File: config.mk
export PLATFORM = sky130hd
export DESIGN_NAME = counter_rollover_cascade_flat
export DESIGN_NICKNAME = d
export VERILOG_FILES = /design/src/rtl/counter_rollover_cascade_pkg.sv /design/src/rtl/counter_rollover_cascade_if.sv /design/src/rtl/counter_rollover_cascade_segment.sv /design/src/rtl/counter_rollover_cascade.sv /design/src/flat_wrapper.sv
export SDC_FILE = /design/constraint.sdc
export NUM_CORES = 1
export LEC_CHECK = 0
export BUFFER_PORTS_ARGS = -buffer_cell sky130_fd_sc_hd__buf_2
export CAP_MARGIN = 40
export CORE_AREA = 2 2 39 41
export DETAILED_ROUTE_END_ITERATION = 7
export DIE_AREA = 0 0 41 43
export HOLD_SLACK_MARGIN = 0.12
export PLACE_DENSITY = 0.66
export SLEW_MARGIN = 5
export SYNTH_ARGS = -nofsm -noshare
export SYNTH_HDL_FRONTEND = slang
export SYNTH_HIERARCHICAL = 1
export SYNTH_SLANG_ARGS = --single-unit
export TNS_END_PERCENT = 50
File: constraint.sdc
create_clock -name CLK -period 3 [get_ports CLK]
set_input_delay 0.15 -clock CLK [delete_from_list [all_inputs] [get_ports CLK]]
set_output_delay 0.15 -clock CLK [all_outputs]
set_load 0.02 [all_outputs]
File: src/rtl/counter_rollover_cascade_pkg.sv
// Shared helpers for the segmented rollover counter.
// Segment width derivation and parameter legality check.
package counter_rollover_cascade_pkg;

    function automatic int seg_width(input int w, input int n);
        return w / n;
    endfunction

    function automatic bit params_ok(input int w, input int n);
        return (n >= 1) && (w >= n) && ((w % n) == 0);
    endfunction

endpackage

File: src/rtl/counter_rollover_cascade_if.sv
// Control and data bundle of the rollover counter.
// The master drives enable/load/data; the counter drives DO.
interface counter_rollover_cascade_if #(
    parameter int W = 8
);
    logic         ENABLE;
    logic         LOAD;
    logic [W-1:0] DI;
    logic [W-1:0] DO;

    modport master (output ENABLE, output LOAD, output DI, input DO);
    modport slave  (input ENABLE, input LOAD, input DI, output DO);
endinterface

File: src/rtl/counter_rollover_cascade_segment.sv
// One S-bit slice of the cascaded counter.
// Increments when its carry-in is set; load overrides counting.
module counter_rollover_segment #(
    parameter int S = 4
) (
    input  logic         CLK,
    input  logic         RST_N,
    input  logic         LOAD,
    input  logic [S-1:0] DI,
    input  logic         CI,
    output logic [S-1:0] Q,
    output logic         CO
);
    logic [S-1:0] q_q;
    logic [S-1:0] q_d;

    // Next value: load wins, then carry-driven increment, else hold
    always_comb begin
        q_d = q_q;
        if (LOAD) begin
            q_d = DI;
        end else if (CI) begin
            q_d = q_q + S'(1);
        end
    end

    // Slice register, cleared asynchronously
    always_ff @(posedge CLK or negedge RST_N) begin
        if (!RST_N) begin
            q_q <= '0;
        end else begin
            q_q <= q_d;
        end
    end

    assign Q  = q_q;
    assign CO = CI & (&q_q);
endmodule

File: src/rtl/counter_rollover_cascade.sv
// W-bit rollover counter built from N chained segments.
// Carry ripples combinationally; wrap at all-ones is silent.
module counter_rollover_cascade
    import counter_rollover_cascade_pkg::*;
#(
    parameter int W = 8,
    parameter int N = 2
) (
    input logic                      CLK,
    input logic                      RST_N,
    counter_rollover_cascade_if.slave bus
);
    localparam int S = seg_width(W, N);

    if (!params_ok(W, N)) begin : g_bad_params
        $fatal(1, "counter_rollover_cascade: W must be a multiple of N, N >= 1");
    end

    logic [N:0]   carry;
    logic [W-1:0] cnt;
    logic         carry_unused;

    assign carry[0]     = bus.ENABLE;
    assign carry_unused = carry[N];

    for (genvar k = 0; k < N; k++) begin : g_seg
        counter_rollover_segment #(
            .S (S)
        ) u_seg (
            .CLK   (CLK),
            .RST_N (RST_N),
            .LOAD  (bus.LOAD),
            .DI    (bus.DI[k*S +: S]),
            .CI    (carry[k]),
            .Q     (cnt[k*S +: S]),
            .CO    (carry[k+1])
        );
    end

    assign bus.DO = cnt;
endmodule

File: src/flat_wrapper.sv
// flat-port wrapper written by rule: the top's interface ports become plain ports
module counter_rollover_cascade_flat import counter_rollover_cascade_pkg::*;
#(
    parameter int W = 8,
    parameter int N = 2
)
  (CLK, RST_N, bus_ENABLE, bus_LOAD, bus_DI, bus_DO);
  counter_rollover_cascade_if #(.W(W)) bus_i ();
  input logic CLK;
  input logic RST_N;
  input wire logic [$bits(bus_i.ENABLE)-1:0] bus_ENABLE;
  input wire logic [$bits(bus_i.LOAD)-1:0] bus_LOAD;
  input wire logic [$bits(bus_i.DI)-1:0] bus_DI;
  output wire logic [$bits(bus_i.DO)-1:0] bus_DO;
  assign bus_i.ENABLE = bus_ENABLE;
  assign bus_i.LOAD = bus_LOAD;
  assign bus_i.DI = bus_DI;
  assign bus_DO = bus_i.DO;
  counter_rollover_cascade #(.W(W), .N(N)) u_core (.CLK(CLK), .RST_N(RST_N), .bus(bus_i));
endmodule
==> qor.yml <==
run_status: "complete, no violations"
avgSynthCellArea_um2: 10.87
slowest_delay_ps: 420
die-height_um: 43
crit_type: "register to register"
hold_violations: 0
wire_per_inst_um: 10.50
wl_um: 882
fin_crit_ps: 1655
core_area_um2: 1384
largest_reg_flops: 8
worstPathCellList: "ha_1, nand2_1, nor2_1, nand4_2, xnor2_1, mux2_2"
path_clk_slew_ps: 60
fp.dieW_um: 41
dp.cells: 73
syn_inst: 38
vias: 371
syn_nets: 52
worst_slew_pin_slew_ps: 352.2
tns_ps: 0
max_freq_mhz: 604.1
reg2reg_from: "u_core/g_seg[0].u_seg/Q[0]$_DFFE_PN0P_"
peakVddDrop_mv: 0.2201
ctsHtreeMaxLevel: 1
r2r-end: "u_core/g_seg[1].u_seg/Q[3]$_DFFE_PN0P_"
crit_path_max_fanout: 4
final_cells: 84
setup_viol: 0
clock-sinks: 8
grt_pass1_vias: 373
r2r_slack_ps: 1340
p_per_area_nw_per_um2: 466.0
maxSlewHeadroom_pct: 76.44
num_antenna_cells: 0
hold_path.class: "input port to register"
r2r_cells: 6
syn_area_um2: 412.9
place_ws_ps: 1368
num_rows: 14
cts_root_buf: "clkbuf_4"
gp_congestion: 0.6959
clock_skew_ps: 4.250
nNetsFinal: 84
post-route-drc-count: 0
grt_setup_unrepaired: "no"
nFillCells: 141
cts_buffers: 3
place_hpwl_um: 610.9
finalMaxSlewViolations: 0
portBuffers: 19
worstSetupEndpointType: "register"
drv_cap: 0
hold_end: "u_core/g_seg[0].u_seg/Q[3]$_DFFE_PN0P_"
crit_arrival_ps: 1790
min_path_cells: 2
drt_pass1_iterations: 3
antenna_found_initial: 0
worstSetupStartpointType: "register"
via_per_inst: 4.417
critPathRequiredTime_ps: 3140
grt_usage_pct: 13.18
cts_buffer_depth: 2
min-delay-start: "bus_DI[3]"
start_util_pct: 29.84
ant_nets: 0
cpMaxStageDelayCell: "dfrtp_1"
post-route-period-util_pct: 55.18
ctsResizeCount: 0
grt_max_degree: 15
ios: 20
grt_overflow: 0
post-cts-setup-buffers: 0
cts_tree: "done"
yosysWarningCount: 6
ctsHoldBuffers: 7
p_leak_uw: 0.0003066
insertion_delay_ps: 250
worst_slack_ps: 1345
area_delta_synth_final_pct: 52.73
layout-drive-gt1-share_pct: 38.24
drt_iter0_markers: 2
die_area_um2: 1763
grt_pass1_wl_um: 1455
[critical path, delay by kind of cell (launching register included)]
family / cells / cell delay, ps
xor+xnor: 1 / 140
fa+ha+maj: 1 / 180
flops: 1 / 420
mux: 1 / 260
simple gates: 3 / 530
[where the power goes]
group          internal [uW]  leakage, uW  total, uW  switching, uW
sequential               121    0.0000960        135           14.6
clock                   45.7    0.0000138       81.7           35.9
combinational           37.6     0.000197       77.0           39.4
[how the worst max path moves through the flow]
stage | startpoint | to
after global placement | u_core/g_seg[0].u_seg/Q[1]$_DFFE_PN0P_ | u_core/g_seg[1].u_seg/Q[3]$_DFFE_PN0P_
after detailed placement | u_core/g_seg[0].u_seg/Q[0]$_DFFE_PN0P_ | u_core/g_seg[1].u_seg/Q[3]$_DFFE_PN0P_
after global routing | u_core/g_seg[0].u_seg/Q[0]$_DFFE_PN0P_ | u_core/g_seg[1].u_seg/Q[3]$_DFFE_PN0P_
final | u_core/g_seg[0].u_seg/Q[0]$_DFFE_PN0P_ | u_core/g_seg[1].u_seg/Q[3]$_DFFE_PN0P_
after floorplan | u_core/g_seg[0].u_seg/Q[0]$_DFFE_PN0P_ | u_core/g_seg[1].u_seg/Q[3]$_DFFE_PN0P_
after CTS | u_core/g_seg[0].u_seg/Q[0]$_DFFE_PN0P_ | u_core/g_seg[1].u_seg/Q[3]$_DFFE_PN0P_
[routing by layer]
layer | GRT usage [%] | vias to the layer above | part of all wire [%]
met5 | 0 | - | 0
li1 | - | 192 | -
met4 | 10.00 | 0 | 1.6
met2 | 17.50 | 12 | 46
met3 | 6.283 | 2 | 4.3
met1 | 15.61 | 165 | 47
[through the flow]
stage	cell area [um2]	total power [uW]	util, %	hold slack [ps]
after floorplan	412.9	176.6	-	-145.6
after global placement	528.0	205.2	38.16	0.9408
after detailed placement	528.0	207.2	38.16	4.821
after CTS	620.6	298.7	44.85	126.9
after global routing	630.6	317.1	45.57	130.2
final	630.6	293.9	45.57	134.2
[cell usage in the layout, fill, tap and decap left out, types with 3 or more instances in the layout]
cell           count
dfrtp_1            8
nand2_1            9
dlygate4sd3_1      8
xnor2_1            4
buf_2             19
clkbuf_4           3
o21ai_0            4
[layout make-up]
class,count,area [um2],area share [%]
clock buffers,3,22.52,3.571
flip-flops and latches,8,200.2,31.75
multi-input cells,30,212.7,33.73
well taps,16,20.02,3.175
repair buffers,27,175.2,27.78
No activity file was read; power rests on OpenSTA's default activity.
